## config.mk

```make
export PLATFORM = sky130hd
export DESIGN_NAME = bill_pay_ctrl_flat
export DESIGN_NICKNAME = d
export VERILOG_FILES = /design/src/rtl/bill_pay_ctrl_if.sv /design/src/rtl/bill_pay_ctrl.sv /design/src/flat_wrapper.sv
export SDC_FILE = /design/constraint.sdc
export NUM_CORES = 1
export LEC_CHECK = 0
export BUFFER_PORTS_ARGS = -buffer_cell sky130_fd_sc_hd__buf_4
export CAP_MARGIN = 20
export CORE_ASPECT_RATIO = 1.1
export CORE_MARGIN = 4
export CORE_UTILIZATION = 45
export CTS_CLUSTER_DIAMETER = 200
export DETAILED_ROUTE_END_ITERATION = 6
export GPL_TIMING_DRIVEN = 0
export MAX_ROUTING_LAYER = met4
export PLACE_DENSITY = 0.68
export SYNTH_ARGS = -nofsm -noshare
export SYNTH_HDL_FRONTEND = slang
export SYNTH_SLANG_ARGS = --single-unit
```

## constraint.sdc

```tcl
create_clock -name clk -period 3.89 [get_ports clk]
set_clock_uncertainty 0.1 [all_clocks]
set_input_delay 0.1945 -clock clk [delete_from_list [all_inputs] [get_ports clk]]
set_output_delay 0.1945 -clock clk [all_outputs]
set_load 0.05 [all_outputs]
```

## src/rtl/bill_pay_ctrl_if.sv

```systemverilog
// Session bus between the payment front ends and the bill payment controller.
// The master modport drives credentials and payment beats; the slave is the controller.
interface bill_pay_ctrl_if #(
    parameter int AMT_W = 16,
    parameter int N_CH  = 4
);
    logic             login_valid;
    logic             cred_ok;
    logic [N_CH-1:0]  ch_req;
    logic [AMT_W-1:0] bill_amount;
    logic             pay_valid;
    logic [AMT_W-1:0] pay_amount;
    logic             cancel;
    logic             logged_in;
    logic             locked;
    logic [N_CH-1:0]  ch_grant;
    logic             pay_ready;
    logic [AMT_W-1:0] paid_total;
    logic             done;
    logic [AMT_W-1:0] change_amount;
    logic             timeout;
    logic             supply_on;

    modport master (
        output login_valid, cred_ok, ch_req, bill_amount, pay_valid, pay_amount, cancel,
        input  logged_in, locked, ch_grant, pay_ready, paid_total, done, change_amount,
               timeout, supply_on
    );

    modport slave (
        input  login_valid, cred_ok, ch_req, bill_amount, pay_valid, pay_amount, cancel,
        output logged_in, locked, ch_grant, pay_ready, paid_total, done, change_amount,
               timeout, supply_on
    );
endinterface

```

## src/rtl/bill_pay_ctrl.sv

```systemverilog
// Session controller for the bill payment machine: login with lockout, channel
// arbitration, saturating accumulation of partial payments, timeout and supply control.
module bill_pay_ctrl #(
    parameter int AMT_W          = 16,
    parameter int N_CH           = 4,
    parameter int MAX_TRIES      = 3,
    parameter int LOCK_CYCLES    = 1024,
    parameter int TIMEOUT_CYCLES = 4096
) (
    input  logic            clk,
    input  logic            reset,
    bill_pay_ctrl_if.slave  bus
);
    localparam int FAIL_W = $clog2(MAX_TRIES + 1);
    localparam int LOCK_W = $clog2(LOCK_CYCLES + 1);
    localparam int TMR_W  = $clog2(TIMEOUT_CYCLES + 1);
    localparam logic [FAIL_W-1:0] FAIL_LAST = FAIL_W'(MAX_TRIES - 1);
    localparam logic [LOCK_W-1:0] LOCK_LAST = LOCK_W'(LOCK_CYCLES - 1);
    localparam logic [TMR_W-1:0]  TMR_LAST  = TMR_W'(TIMEOUT_CYCLES - 1);
    localparam logic [AMT_W-1:0]  AMT_MAX   = '1;

    typedef enum logic [2:0] {
        S_IDLE, S_LOCKED, S_AUTH, S_COLLECT, S_SETTLE
    } state_e;

    state_e            state_q, state_d;
    logic [FAIL_W-1:0] fail_cnt_q, fail_cnt_d;
    logic [LOCK_W-1:0] lock_cnt_q, lock_cnt_d;
    logic [TMR_W-1:0]  timer_q, timer_d;
    logic [AMT_W-1:0]  bill_q, bill_d;
    logic [AMT_W-1:0]  paid_total_q, paid_total_d;
    logic [AMT_W-1:0]  change_q, change_d;
    logic [N_CH-1:0]   grant_q, grant_d;
    logic              supply_q, supply_d;
    logic              logged_in_q, logged_in_d;
    logic              locked_q, locked_d;
    logic              pay_ready_q, pay_ready_d;
    logic              done_q, done_d;
    logic              timeout_q, timeout_d;

    logic              accept;
    logic [AMT_W:0]    sum_w;
    logic [AMT_W-1:0]  paid_next;
    logic              covered;
    logic              settle_to;
    logic [N_CH-1:0]   grant_pick;
    logic              pick_found;

    // Accumulator: one extra bit catches the carry so the total clamps instead of wrapping.
    always_comb begin
        accept    = bus.pay_valid & pay_ready_q;
        sum_w     = {1'b0, paid_total_q} + {1'b0, bus.pay_amount};
        paid_next = paid_total_q;
        if (accept) paid_next = sum_w[AMT_W] ? AMT_MAX : sum_w[AMT_W-1:0];
        covered   = (paid_next >= bill_q);
    end

    always_comb begin
        grant_pick = '0;
        pick_found = 1'b0;
        for (int i = 0; i < N_CH; i++) begin
            if (bus.ch_req[i] && !pick_found) begin
                grant_pick[i] = 1'b1;
                pick_found    = 1'b1;
            end
        end
    end

    always_ff @(posedge clk or posedge reset) begin
        if (reset) begin
            state_q      <= S_IDLE;
            fail_cnt_q   <= '0;
            lock_cnt_q   <= '0;
            timer_q      <= '0;
            bill_q       <= '0;
            paid_total_q <= '0;
            change_q     <= '0;
            grant_q      <= '0;
            supply_q     <= 1'b1;
            logged_in_q  <= 1'b0;
            locked_q     <= 1'b0;
            pay_ready_q  <= 1'b0;
            done_q       <= 1'b0;
            timeout_q    <= 1'b0;
        end else begin
            state_q      <= state_d;
            fail_cnt_q   <= fail_cnt_d;
            lock_cnt_q   <= lock_cnt_d;
            timer_q      <= timer_d;
            bill_q       <= bill_d;
            paid_total_q <= paid_total_d;
            change_q     <= change_d;
            grant_q      <= grant_d;
            supply_q     <= supply_d;
            logged_in_q  <= logged_in_d;
            locked_q     <= locked_d;
            pay_ready_q  <= pay_ready_d;
            done_q       <= done_d;
            timeout_q    <= timeout_d;
        end
    end

    always_comb begin
        state_d    = state_q;
        fail_cnt_d = fail_cnt_q;
        lock_cnt_d = lock_cnt_q;
        timer_d    = timer_q;
        settle_to  = 1'b0;
        case (state_q)
            S_IDLE: begin
                if (bus.login_valid) begin
                    if (bus.cred_ok) begin
                        state_d    = S_AUTH;
                        fail_cnt_d = '0;
                    end else if (fail_cnt_q == FAIL_LAST) begin
                        state_d    = S_LOCKED;
                        fail_cnt_d = '0;
                        lock_cnt_d = '0;
                    end else begin
                        fail_cnt_d = fail_cnt_q + 1'b1;
                    end
                end
            end
            S_LOCKED: begin
                if (lock_cnt_q == LOCK_LAST) state_d = S_IDLE;
                else                         lock_cnt_d = lock_cnt_q + 1'b1;
            end
            S_AUTH: begin
                if (bus.cancel) begin
                    state_d = S_IDLE;
                end else if (|bus.ch_req) begin
                    state_d = S_COLLECT;
                    timer_d = '0;
                end
            end
            S_COLLECT: begin
                timer_d = accept ? '0 : timer_q + 1'b1;
                // A covering beat outranks cancel, and any beat outranks timer expiry.
                if (covered || bus.cancel) begin
                    state_d = S_SETTLE;
                end else if (!accept && timer_q == TMR_LAST) begin
                    state_d   = S_SETTLE;
                    settle_to = 1'b1;
                end
            end
            S_SETTLE: state_d = S_IDLE;
            default:  state_d = S_IDLE;
        endcase
    end

    always_comb begin
        logged_in_d  = (state_d == S_AUTH) || (state_d == S_COLLECT);
        locked_d     = (state_d == S_LOCKED);
        pay_ready_d  = (state_d == S_COLLECT);
        done_d       = (state_d == S_SETTLE);
        timeout_d    = settle_to;
        bill_d       = bill_q;
        paid_total_d = paid_total_q;
        change_d     = change_q;
        supply_d     = supply_q;
        grant_d      = '0;
        if (state_q == S_AUTH && state_d == S_COLLECT) begin
            bill_d       = bus.bill_amount;
            paid_total_d = '0;
            change_d     = '0;
            grant_d      = grant_pick;
        end else if (state_q == S_COLLECT) begin
            paid_total_d = paid_next;
            if (state_d == S_COLLECT) begin
                grant_d = grant_q;
            end else begin
                change_d = covered ? paid_next - bill_q : '0;
                supply_d = covered;
            end
        end
    end

    assign bus.logged_in     = logged_in_q;
    assign bus.locked        = locked_q;
    assign bus.ch_grant      = grant_q;
    assign bus.pay_ready     = pay_ready_q;
    assign bus.paid_total    = paid_total_q;
    assign bus.done          = done_q;
    assign bus.change_amount = change_q;
    assign bus.timeout       = timeout_q;
    assign bus.supply_on     = supply_q;
endmodule

```

## src/flat_wrapper.sv

```systemverilog
// flat-port wrapper written by rule: the top's interface ports become plain ports
module bill_pay_ctrl_flat 
#(
    parameter int AMT_W          = 16,
    parameter int N_CH           = 4,
    parameter int MAX_TRIES      = 3,
    parameter int LOCK_CYCLES    = 1024,
    parameter int TIMEOUT_CYCLES = 4096
)
  (clk, reset, bus_login_valid, bus_cred_ok, bus_ch_req, bus_bill_amount, bus_pay_valid, bus_pay_amount, bus_cancel, bus_logged_in, bus_locked, bus_ch_grant, bus_pay_ready, bus_paid_total, bus_done, bus_change_amount, bus_timeout, bus_supply_on);
  bill_pay_ctrl_if #(.AMT_W(AMT_W), .N_CH(N_CH)) bus_i ();
  input  logic clk;
  input  logic reset;
  input wire logic [$bits(bus_i.login_valid)-1:0] bus_login_valid;
  input wire logic [$bits(bus_i.cred_ok)-1:0] bus_cred_ok;
  input wire logic [$bits(bus_i.ch_req)-1:0] bus_ch_req;
  input wire logic [$bits(bus_i.bill_amount)-1:0] bus_bill_amount;
  input wire logic [$bits(bus_i.pay_valid)-1:0] bus_pay_valid;
  input wire logic [$bits(bus_i.pay_amount)-1:0] bus_pay_amount;
  input wire logic [$bits(bus_i.cancel)-1:0] bus_cancel;
  output wire logic [$bits(bus_i.logged_in)-1:0] bus_logged_in;
  output wire logic [$bits(bus_i.locked)-1:0] bus_locked;
  output wire logic [$bits(bus_i.ch_grant)-1:0] bus_ch_grant;
  output wire logic [$bits(bus_i.pay_ready)-1:0] bus_pay_ready;
  output wire logic [$bits(bus_i.paid_total)-1:0] bus_paid_total;
  output wire logic [$bits(bus_i.done)-1:0] bus_done;
  output wire logic [$bits(bus_i.change_amount)-1:0] bus_change_amount;
  output wire logic [$bits(bus_i.timeout)-1:0] bus_timeout;
  output wire logic [$bits(bus_i.supply_on)-1:0] bus_supply_on;
  assign bus_i.login_valid = bus_login_valid;
  assign bus_i.cred_ok = bus_cred_ok;
  assign bus_i.ch_req = bus_ch_req;
  assign bus_i.bill_amount = bus_bill_amount;
  assign bus_i.pay_valid = bus_pay_valid;
  assign bus_i.pay_amount = bus_pay_amount;
  assign bus_i.cancel = bus_cancel;
  assign bus_logged_in = bus_i.logged_in;
  assign bus_locked = bus_i.locked;
  assign bus_ch_grant = bus_i.ch_grant;
  assign bus_pay_ready = bus_i.pay_ready;
  assign bus_paid_total = bus_i.paid_total;
  assign bus_done = bus_i.done;
  assign bus_change_amount = bus_i.change_amount;
  assign bus_timeout = bus_i.timeout;
  assign bus_supply_on = bus_i.supply_on;
  bill_pay_ctrl #(.AMT_W(AMT_W), .N_CH(N_CH), .MAX_TRIES(MAX_TRIES), .LOCK_CYCLES(LOCK_CYCLES), .TIMEOUT_CYCLES(TIMEOUT_CYCLES)) u_core (.clk(clk), .reset(reset), .bus(bus_i));
endmodule
```

==> summary.md, run 1 <==
| Metric | Value |
|---|---|
| GP Congestion | `0.895` |
| Register area share after synthesis | `40.3%` |
| Fillers | `906` |
| Yosys top cell by area | `dfrtp_1` |
| Slew HR | `55.5%` |
| Layout area overhead | `43.7%` |
| Post-synthesis cell count | `586` |
| Final Cycle Share | `107%` |
| Worst slew pin tran | `0.665 ns` |
| Mapped cell area | `~5400 um^2` |
| Core area | `between 10000 and 15000 um^2` |
| Syn_area_per_cell | `9.23 um^2` |
| Worst setup SP type | `flop` |
| CTS tree | `yes` |
| Largest family of logic cells by synthesized area | `compound AO/OA/AOI/OAI gates` |
| Worst R2R Start | `u_core.bus.paid_total[0]` |
| Worst path slowest cell | `dfrtp_2` |
| Met3 usage | `about 3.3%` |
| # setup viols final | `26` |
| F_max | `0.240 GHz` |
| I/O pins | `84` |
| Synth top area share | `39.8%` |
| Synth Area in Simple Gates | `16.5%` |
| Critical path data arrival time | `4.28 ns` |
| DIE HEIGHT | `between 100 and 150 um` |
| Leading cell type in the layout, fill and taps excluded | `buf_4` |
| Port buffer count | `83` |
| HPWL reported at the end of detailed placement | `10800 um` |
| Sum Neg Setup Slack | `-3.80 ns` |
| Max Root-Sink Buffers | `2` |
| Vias/cell | `5.70` |
| GR Util met1 | `28.8%` |
| Reg-to-reg endpoint | `u_core.bus.change_amount[15]` |
| Most frequent cells in the layout | `buf_4 (137), dfrtp_1 (72), nand2_1 (59)` |
| Number of cells on the worst reg-to-reg path | `18` |
| Sink Count | `between 80 and 90` |
| Critical path cell sequence | `ha_4 -> fa_2 -> a21oi_2 -> nand4b_1 -> a21oi_4 -> nor4_4 -> nor2_4 -> buf_6 -> buf_4 -> o22a_1 -> ha_2 -> nand2_1 -> nor2_1 -> o41ai_1 -> o21ai_1 -> a21oi_1 -> xnor2_1 -> a22o_2` |
| Num CTS Buffers | `9` |
| Power density cells | `863 nW/um^2` |
| Total Routing Usage GR | `23.3%` |
| Largest net degree at the start of global routing | `between 60 and 70` |
| Worst setup margin | `-0.269 ns` |
| Count of final hold-check violations | `0` |
| CP Class | `flop to flop` |
| Violated checks | `negative setup slack` |
| Post-synthesis compound-gate area fraction | `24.5%` |
| Adder-Cell Fraction of Synth Area | `8.61%` |
| Reg clk slew, reported paths | `about 0.07 ns` |
| Peak VDD IR | `roughly 480 uV` |
| Final hold slack | `0.00868 ns` |
| Multiplexer share of the synthesized area | `0.810%` |
| Initial antenna violation count | `0` |
| Post-synth ARST share | `100%` |
| Worst-path maximum fanout | `7` |
| Synthesized flop and latch total | `87` |
| Min Tclk post-route | `4.16 ns` |
| Final #Nets | `roughly 840` |
| Worst-case hold path end point | `u_core.state_q[1]` |
| Worst min-delay path class | `primary input to flop` |
| H-Tree Depth | `3` |
| Iteration-0 DRC Markers | `350` |
| Slew Viols, Final | `0` |
| Syn nets | `664` |
| Final WL | `~16000 um` |
| Status | `finished, violations left` |
| GRT Max-Usage Layer | `met2` |
| Worst Path Required | `4.01 ns` |
| Dominant synthesized flop cell | `dfrtp_1` |
| Max cap viols | `0` |
| # diodes | `0` |
| Initial core utilization | `a little under half` |
| First-pass GRT wire length | `25500 um` |
| Core Rows | `41` |
| Total die area | `13800 um^2` |
| Xor/xnor share of the synthesized area | `between 5 and 6%` |
| Setup crit end kind | `flop` |
| Top post-synthesis cells by area | `dfrtp_1 (40%), ha_1 (7.9%), o21ai_0 (4.4%)` |
| Width of the chip | `113 um` |
| Hold depth | `2` |
| Final ANT Viol Nets | `0` |
| Hold Path Origin | `bus_cred_ok` |
| Residual DRC | `0` |
| Met2 Resource Use GR | `between 30% and 40%` |
| CTS root buf | `clkbuf_16` |
| Drt wl/cell | `around 18 um` |
| Initial DRT Pass Iterations | `4` |
| Clock latency on the worst-skew pair | `0.34 ns` |
| Leak | `3.53 nW` |
| Overflow after GRT | `0` |
| Share of layout cells above drive strength 1 | `35.6%` |
| Worst path max stage delay | `0.43 ns` |
| Vias in the first global route | `5254` |
| Ys Warns | `0` |
| Post-synth EDFFs | `0` |
| Internal reg-to-reg setup slack | `-0.27 ns` |
| RSZ-0062 raised after global routing | `yes` |
| Vias post-DR | `a little over 5000` |
| Distinct cells, synth | `67` |
how the worst max path moves through the flow:
| stage | start | end | slack [ns] | cells past startpoint |
|---|---|---|---|---|
| 2_1_floorplan | u_core.bus.paid_total[0] | u_core.bus.change_amount[11] | -0.39 | 17 |
| 3_3_place_gp | u_core.bus.paid_total[0] | u_core.bus.change_amount[7] | -0.74 | 20 |
| 5_1_grt | u_core.bus.paid_total[0] | u_core.bus.change_amount[15] | -0.39 | 17 |
| 4_1_cts | u_core.bus.paid_total[0] | u_core.bus.change_amount[11] | -0.26 | 17 |
| 3_5_place_dp | u_core.bus.paid_total[0] | u_core.bus.change_amount[8] | -0.81 | 20 |
| 6_report | u_core.bus.paid_total[0] | u_core.bus.change_amount[15] | -0.27 | 18 |
cell families (layout without fill, tap and decap cells):
group,count (synthesis),count (layout)
xor gates and xnor gates,33,33
muxes,4,4
DFF,87,87
adders and majority gates,36,36
and+or+nand+nor,180,180
buffers and inverters,52,227
AOI/OAI and AO/OA,194,195
final cells by class:
class	instances	area (um^2)	share of cell area [%]
Multi-Input combinational cell	448	3560	45.8
Timing Repair Buffer	161	1290	16.6
Buffer	20	131	1.69
Tap cell	150	188	2.42
Clock inverter	5	58.8	0.757
Inverter	31	119	1.53
Sequential cell	87	2200	28.3
Clock buffer	10	229	2.95
layer usage:
metal / routed length, um / share of wire, %
met1: 6730 / 42
met2: 8240 / 51
met3: 747 / 4.7
met4: 298 / 1.9
met5: 0 / 0
cell usage after synthesis, types with 3 or more instances:
| cell type | instances |
|---|---|
| nor3_1 | 12 |
| o22a_1 | 7 |
| a21boi_0 | 3 |
| a31oi_1 | 5 |
| o221ai_1 | 3 |
| xnor2_1 | 16 |
| o21ai_0 | 48 |
| buf_2 | 5 |
| o22ai_1 | 3 |
| nor2_1 | 52 |
| mux2_2 | 3 |
| ha_1 | 34 |
| o31ai_1 | 6 |
| a21o_1 | 10 |
| a22o_2 | 5 |
| clkbuf_1 | 14 |
| nand4_1 | 6 |
| a22o_1 | 20 |
| nand3_2 | 3 |
| o21a_1 | 14 |
| or3_1 | 5 |
| nor3b_1 | 3 |
| xor2_1 | 17 |
| and3_1 | 4 |
| inv_1 | 31 |
| a21oi_1 | 40 |
| dfrtp_1 | 86 |
| a211oi_1 | 3 |
| nand3_1 | 13 |
| o21ai_1 | 4 |
| nand2_1 | 59 |
| nor2b_1 | 4 |
worst max-delay path, delay by kind of cell, from the launching register on:
| kind | cells | cell delay [ns] |
|---|---|---|
| flip-flops | 1 | 0.43 |
| AND/OR/NAND/NOR | 5 | 0.85 |
| buffers and inverters | 2 | 0.31 |
| AO/OA/AOI/OAI | 7 | 1.35 |
| XOR/XNOR | 1 | 0.10 |
| adder cells (fa/ha/maj) | 3 | 0.87 |
where the power goes:
part	internal, mW	switching [mW]
combinational	1.91	2.51
clock	0.496	0.360
sequential	1.20	0.228
timing repair:
item / 4_1_cts / 5_1_grt
cloned: 1 / 2
resized for setup: 44 / 48
endpoints found under the hold margin: 43 / 0
pin swaps: 32 / 24
hold buffers: 19 / 0
endpoints found under the setup margin: 28 / 28
buffers inserted: 32 / 24
state kept, by name, indices dropped and copies added (netlist names):
| name | count |
|---|---|
| u_core.bill_q | 16 |
| u_core.bus.ch_grant | 4 |
| u_core.bus.change_amount | 16 |
| u_core.bus.done | 1 |
| u_core.bus.locked | 1 |
| u_core.bus.logged_in | 1 |
| u_core.bus.paid_total | 16 |
| u_core.bus.pay_ready | 1 |
| u_core.bus.supply_on | 1 |
| u_core.bus.timeout | 1 |
| u_core.fail_cnt_q | 2 |
| u_core.lock_cnt_q | 11 |
| u_core.state_q | 3 |
| u_core.timer_q | 13 |
metrics by stage:
stage,worst slack [ns],power (mW),instances,area [um^2],util (%)
floorplan,-0.386,3.92,586,5570,-
detailed placement,-0.815,4.79,820,6410,55.3
CTS,-0.262,6.20,886,7370,63.6
finish,-0.269,6.70,912,7770,67.0
global placement,-0.735,4.69,819,6380,55.0
global route,-0.389,7.11,912,7770,67.0
(Power assumes the default switching activity.)
==> run 2: changes to the inputs <==
Settings changed: PLACE_DENSITY 0.68 to 0.71.
==> run 2 against run 1 <==
The flow still finishes with violations (negative setup slack). Clock power shrank 5.5%. Wire length grew 9.4%. Sequential share of layout area shrank 0.49 points. Cell count grew 0.66%. Hold slack gained 0.0058 ns. Combinational power grew 6.8%. Setup slack lost 0.23 ns. Register-to-register slack lost 0.23 ns. Sequential cell count is the same. Die area is the same. Via count grew 3.7%. Largest cell class unchanged.
==> summary.md, run 2 (synthesis results as in run 1) <==
| Metric | Value |
|---|---|
| Initial antenna violation count | `0 (unchanged)` |
| Clock latency on the worst-skew pair | `0.35 ns (was 0.34 ns)` |
| I/O pins | `84 (unchanged)` |
| Post-layout util | `68.2% (was 67.0%)` |
| Critical path's most frequent cell | `ha_4` |
| Width of the chip | `113 um (unchanged)` |
| GP Congestion | `0.894 (was 0.895)` |
| Leading cell type in the layout, fill and taps excluded | `buf_4 (unchanged)` |
| Fillers | `876 (was 906)` |
| Min Tclk post-route | `4.39 ns (was 4.16 ns)` |
| Peak VDD IR | `468 uV (was 476 uV)` |
| Share of layout cells above drive strength 1 | `37.1% (was 35.6%)` |
| Count of final hold-check violations | `0 (unchanged)` |
| Max Root-Sink Buffers | `2 (unchanged)` |
| Initial DRT Pass Iterations | `5 (was 4)` |
| Hold depth | `3 (was 2)` |
| Core Rows | `41 (unchanged)` |
| Residual DRC | `0 (unchanged)` |
| Slew Viols, Final | `0 (unchanged)` |
| Max cap viols | `0 (unchanged)` |
| Port buffer count | `83 (unchanged)` |
| Sink Count | `87 (unchanged)` |
| Largest net degree at the start of global routing | `49 (was 63)` |
| Worst min-delay path class | `primary input to flop (unchanged)` |
| Layout area overhead | `46.2% (was 43.7%)` |
| Final WL | `17500 um (was 16000 um)` |
| Worst path max stage delay | `0.43 ns (about the same)` |
| Power density cells | `879 nW/um^2 (was 863 nW/um^2)` |
| # setup viols final | `26 (unchanged)` |
| Setup crit end kind | `flop (unchanged)` |
| Largest delay contributor family on the critical path | `compound AO/OA/AOI/OAI gates (unchanged)` |
| Critical path cell sequence | `ha_4 -> fa_2 -> a21oi_2 -> nand4b_1 -> a21oi_4 -> nor4_4 -> nor2_4 -> buf_6 -> o22a_4 -> ha_4 -> nor2b_4 -> o31a_1 -> o41ai_4 -> a21oi_1 -> o21a_1 -> or3_1 -> a32o_1 (was ha_4 -> fa_2 -> a21oi_2 -> nand4b_1 -> a21oi_4 -> nor4_4 -> nor2_4 -> buf_6 -> buf_4 -> o22a_1 -> ha_2 -> nand2_1 -> nor2_1 -> o41ai_1 -> o21ai_1 -> a21oi_1 -> xnor2_1 -> a22o_2)` |
| Final Cycle Share | `113% (was 107%)` |
| Final #Nets | `841 (was 836)` |
| Critical path buffers and inverters | `1 (was 2)` |
| DIE HEIGHT | `123 um (unchanged)` |
| Number of cells on the worst reg-to-reg path | `17 (was 18)` |
| Iteration-0 DRC Markers | `458 (was 350)` |
| Violated checks | `negative setup slack (unchanged)` |
| Worst path slowest cell | `dfrtp_2 (unchanged)` |
| CP Depth | `17 (was 18)` |
| First-pass GRT wire length | `26700 um (was 25500 um)` |
| Final ANT Viol Nets | `0 (unchanged)` |
| CP Class | `flop to flop (unchanged)` |
| Worst-path maximum fanout | `5 (was 7)` |
| Status | `finished, violations left (unchanged)` |
| H-Tree Depth | `3 (unchanged)` |
| Worst Path Required | `4.02 ns (was 4.01 ns)` |
| Worst setup SP type | `flop (unchanged)` |
| Total die area | `13800 um^2 (unchanged)` |
| Leak | `3.60 nW (was 3.53 nW)` |
| F_max | `0.228 GHz (was 0.240 GHz)` |
| Vias/cell | `5.87 (was 5.70)` |
| Num CTS Buffers | `9 (unchanged)` |
| Worst slew pin tran | `0.714 ns (was 0.665 ns)` |
| Most frequent cells in the layout | `buf_4 (135), dfrtp_1 (72), nand2_1 (58) (was buf_4 (137), dfrtp_1 (72), nand2_1 (59))` |
| Initial core utilization | `46.6% (unchanged)` |
| Critical path data arrival time | `4.52 ns (was 4.28 ns)` |
| HPWL reported at the end of detailed placement | `10900 um (was 10800 um)` |
| Slew HR | `52.2% (was 55.5%)` |
| Vias in the first global route | `5360 (was 5254)` |
| CTS tree | `yes (unchanged)` |
| CTS root buf | `clkbuf_16 (unchanged)` |
| Core area | `11600 um^2 (unchanged)` |
| Vias post-DR | `5391 (was 5197)` |
| RSZ-0062 raised after global routing | `yes (unchanged)` |
| Total Power | `6.95 mW (was 6.70 mW)` |
| Worst setup margin | `-0.502 ns (was -0.269 ns)` |
| Overflow after GRT | `0 (unchanged)` |
| Total Routing Usage GR | `24.6% (was 23.3%)` |
| Reg clk slew, reported paths | `0.07 ns (about the same)` |
| # diodes | `0 (unchanged)` |
| Drt wl/cell | `19.1 um (was 17.6 um)` |
run 2: timing repair:
action,4_1_cts,5_1_grt
endpoints found under the hold margin,58,0
buffers inserted,40,23
setup endpoints to repair,28,28
gates cloned,1,1
pin swaps,26,32
resized for setup,68,44
hold buffers,19,0
run 2: worst paths after layout:
check	startpoint	to	slack, ns
setup / recovery	u_core.bus.paid_total[0]	u_core.bus.change_amount[11]	-0.50
hold / removal	bus_bill_amount[11]	u_core.bill_q[11]	0.01
setup reg to reg	u_core.bus.paid_total[0]	u_core.bus.change_amount[11]	-0.50
hold reg to reg	u_core.bus.ch_grant[0]	u_core.bus.ch_grant[0]	0.41
max in group asynchronous	reset	u_core.bus.supply_on	2.66
min in group asynchronous	reset	u_core.bus.change_amount[1]	0.35
run 2: per-layer routing:
layer,global-route usage (%),vias to the layer above,part of all wire [%]
li1,-,2483,-
met1,30.1,2641,42
met2,42.8,209,51
met3,2.64,58,4.3
met4,8.79,0,3.0
met5,-,-,0
run 2: power by group:
group / switching, mW / total [mW] / internal, mW / leakage, nW
combinational: 2.69 / 4.72 / 2.03 / 2.33
clock: 0.375 / 0.809 / 0.434 / 0.129
sequential: 0.226 / 1.42 / 1.20 / 1.14
total: 3.29 / 6.95 / 3.66 / 3.60
run 2: stage by stage:
step / hold WS (ns) / setup TNS [ns] / area (um^2) / cells / setup slack [ns]
CTS: 0.00488 / -5.66 / 7510 / 895 / -0.346
global route: 0.0464 / -10.48 / 7910 / 918 / -0.577
floorplan: 0.211 / -3.46 / 5570 / 586 / -0.386
finish: 0.0144 / -7.75 / 7910 / 918 / -0.502
global placement: 0.300 / -17.12 / 6380 / 819 / -0.766
detailed placement: 0.186 / -19.51 / 6410 / 820 / -0.851
run 2: worst register-to-register path: stages (launching register included):
cell and delay [ns]:
dfrtp_2 0.43, ha_4 0.17, fa_2 0.35, a21oi_2 0.15, nand4b_1 0.20, a21oi_4 0.10, nor4_4 0.28, nor2_4 0.10
buf_6 0.18, o22a_4 0.23, ha_4 0.22, nor2b_4 0.13, o31a_1 0.30, o41ai_4 0.40, a21oi_1 0.14, o21a_1 0.21
or3_1 0.32, a32o_1 0.26
run 2: area by class of cell:
type,instances,area (um^2),area share [%]
Buffer,20,126,1.60
Clock buffer,11,233,2.94
Clock inverter,5,35.0,0.443
Inverter,31,121,1.54
Multi-Input combinational cell,447,3630,45.9
Sequential cell,87,2200,27.8
Tap cell,150,188,2.37
Timing Repair Buffer,167,1370,17.4
==> run 3: changes to the inputs <==
Settings changed: CORE_UTILIZATION 45 to 40, PLACE_DENSITY 0.71 to 0.65.
==> run 3 against run 2 <==
The run still ends with negative setup slack left. Sequential share of layout area decreased by 0.53 points. Die area increased by 12%. Hold slack improved by 0.0066 ns. Non-clock buffer count increased by 4. Utilization decreased by 7.2 points.
==> summary.md, run 3 (synthesis results as in run 1) <==
| Metric | Value |
|---|---|
| CTS root buf | `clkbuf_16 (unchanged)` |
| Vias/cell | `5.61 (was 5.87)` |
| Min Tclk post-route | `4.18 ns (was 4.39 ns)` |
| F_max | `0.239 GHz (was 0.228 GHz)` |
| First-pass GRT wire length | `25600 um (was 26700 um)` |
| CTS tree | `yes (unchanged)` |
| Share of layout cells above drive strength 1 | `38.1% (was 37.1%)` |
| Slew Viols, Final | `0 (unchanged)` |
| Iteration-0 DRC Markers | `310 (was 458)` |
| Vias in the first global route | `5276 (was 5360)` |
| Hold depth | `2 (was 3)` |
| Initial antenna violation count | `0 (unchanged)` |
| Worst R2R Start | `u_core.bus.paid_total[0] (unchanged)` |
| Total die area | `15400 um^2 (was 13800 um^2)` |
| Core area | `13200 um^2 (was 11600 um^2)` |
| Crit path from | `u_core.bus.paid_total[0] (unchanged)` |
| Final hold slack | `0.0211 ns (was 0.0144 ns)` |
| Count of final hold-check violations | `0 (unchanged)` |
| Port buffer count | `83 (unchanged)` |
| RSZ-0062 raised after global routing | `yes (unchanged)` |
| Initial core utilization | `40.9% (was 46.6%)` |
| Final WL | `16500 um (was 17500 um)` |
| Max cap viols | `0 (unchanged)` |
| Leading cell type in the layout, fill and taps excluded | `buf_4 (unchanged)` |
| Initial DRT Pass Iterations | `7 (was 5)` |
| CP Class | `flop to flop (unchanged)` |
| Total Routing Usage GR | `20.8% (was 24.6%)` |
| Status | `finished, violations left (unchanged)` |
| Most frequent cells in the layout | `buf_4 (144), dfrtp_1 (72), nand2_1 (57) (was buf_4 (135), dfrtp_1 (72), nand2_1 (58))` |
| DIE HEIGHT | `130 um (was 123 um)` |
| Slew HR | `51.9% (was 52.2%)` |
| Total Power | `7.07 mW (was 6.95 mW)` |
| Final Cycle Share | `108% (was 113%)` |
| Worst setup margin | `-0.294 ns (was -0.502 ns)` |
| Reg clk slew, reported paths | `0.06 ns (was 0.07 ns)` |
| Final #Nets | `845 (was 841)` |
| HPWL reported at the end of detailed placement | `10800 um (was 10900 um)` |
| # diodes | `0 (unchanged)` |
| Critical path data arrival time | `4.30 ns (was 4.52 ns)` |
| Vias post-DR | `5226 (was 5391)` |
| Violated checks | `negative setup slack (unchanged)` |
| Largest net degree at the start of global routing | `71 (was 49)` |
| Number of cells on the worst reg-to-reg path | `17 (unchanged)` |
| Worst setup SP type | `flop (unchanged)` |
| Setup crit end kind | `flop (unchanged)` |
| Sink Count | `87 (unchanged)` |
| GP Congestion | `0.872 (was 0.894)` |
| Max Root-Sink Buffers | `2 (unchanged)` |
| Internal reg-to-reg setup slack | `-0.29 ns (was -0.50 ns)` |
| Setup WS pre-CTS | `-0.811 ns (was -0.851 ns)` |
| Clock latency on the worst-skew pair | `0.34 ns (was 0.35 ns)` |
| Worst-path maximum fanout | `3 (was 5)` |
| Drt wl/cell | `17.7 um (was 19.1 um)` |
| H-Tree Depth | `3 (unchanged)` |
| Worst min-delay path class | `primary input to flop (unchanged)` |
| Width of the chip | `119 um (was 113 um)` |
| Residual DRC | `0 (unchanged)` |
| Worst slew pin tran | `0.719 ns (was 0.714 ns)` |
| Core Rows | `44 (was 41)` |
| Num CTS Buffers | `9 (unchanged)` |
| I/O pins | `84 (unchanged)` |
| Power density cells | `877 nW/um^2 (was 879 nW/um^2)` |
| Final ANT Viol Nets | `0 (unchanged)` |
| Worst Path Required | `4.01 ns (was 4.02 ns)` |
| Layout area overhead | `49.0% (was 46.2%)` |
| Leak | `3.63 nW (was 3.60 nW)` |
| # setup viols final | `28 (was 26)` |
| Reg-to-reg endpoint | `u_core.bus.change_amount[11] (unchanged)` |
| Fillers | `1086 (was 876)` |
| Setup crit end | `u_core.bus.change_amount[11] (unchanged)` |
| Peak VDD IR | `452 uV (was 468 uV)` |
| Overflow after GRT | `0 (unchanged)` |
run 3: cell count changes in the layout (fill, tap and decap cells not counted), sizes merged:
cell,before,now
buf,155,160
clkbuf,24,27
clkinv,4,0
clkinvlp,1,0
run 3: worst min path at each step:
stage	slack (ns)	from	end
floorplan	0.21	bus_bill_amount[10]	u_core.bill_q[10]
global placement	0.30	bus_bill_amount[3]	u_core.bill_q[3]
detailed placement	0.06	reset	u_core.bus.change_amount[10]
CTS	0.0008	bus_bill_amount[0]	u_core.bill_q[0]
global route	0.02	bus_ch_req[0]	u_core.bus.ch_grant[0]
finish	0.02	bus_ch_req[0]	u_core.bus.ch_grant[0]
run 3: metal layers:
metal | wire [um] | global-route usage (%) | vias up
met4 | 294 | 5.73 | 0
li1 | - | - | 2490
met1 | 7060 | 25.5 | 2563
met3 | 783 | 3.34 | 28
met5 | 0 | - | -
met2 | 8390 | 36.1 | 145
run 3: area by class of cell:
class / instances / area [um^2] / area share, %
inverters: 31 / 119 / 1.48
multi-input cells: 447 / 3740 / 46.4
repair buffers: 171 / 1390 / 17.3
plain buffers: 20 / 131 / 1.63
flip-flops and latches: 87 / 2200 / 27.3
well taps: 161 / 201 / 2.50
clock buffers: 15 / 278 / 3.45
run 3: critical path, stage by stage (launching register included):
cell and delay, ns:
dfrtp_2 0.42, ha_4 0.17, fa_2 0.37, a21oi_2 0.15, nand4b_1 0.19, a21oi_2 0.11
nor4_4 0.24, nor2_4 0.08, buf_6 0.16, o22a_4 0.21, ha_4 0.22, nor2b_4 0.12
o31a_1 0.29, o41ai_4 0.36, a21oi_1 0.12, o21a_1 0.21, or3_1 0.34, a32o_1 0.22
run 3: timing repair:
item / 4_1_cts / 5_1_grt
endpoints found under the hold margin: 35 / 1
buffers inserted: 40 / 27
gates cloned: 1 / 0
resized for setup: 59 / 55
hold buffers: 18 / 1
pin swaps: 49 / 34
setup endpoints to repair: 28 / 28
run 3: where the power goes:
group | leakage [nW] | switching, mW | internal, mW | total (mW)
logic | 2.36 | 2.67 | 2.15 | 4.82
clock network | 0.136 | 0.334 | 0.483 | 0.816
registers | 1.14 | 0.234 | 1.20 | 1.43
total | 3.63 | 3.24 | 3.83 | 7.07
run 3: stage by stage:
stage / utilization [%] / TNS, ns / cell area (um^2) / instances
floorplan: - / -3.46 / 5570 / 586
global route: 61.0 / -8.93 / 8060 / 932
finish: 61.0 / -5.06 / 8060 / 932
detailed placement: 48.6 / -18.33 / 6420 / 831
CTS: 56.9 / -3.88 / 7510 / 904
global placement: 48.4 / -17.87 / 6390 / 830
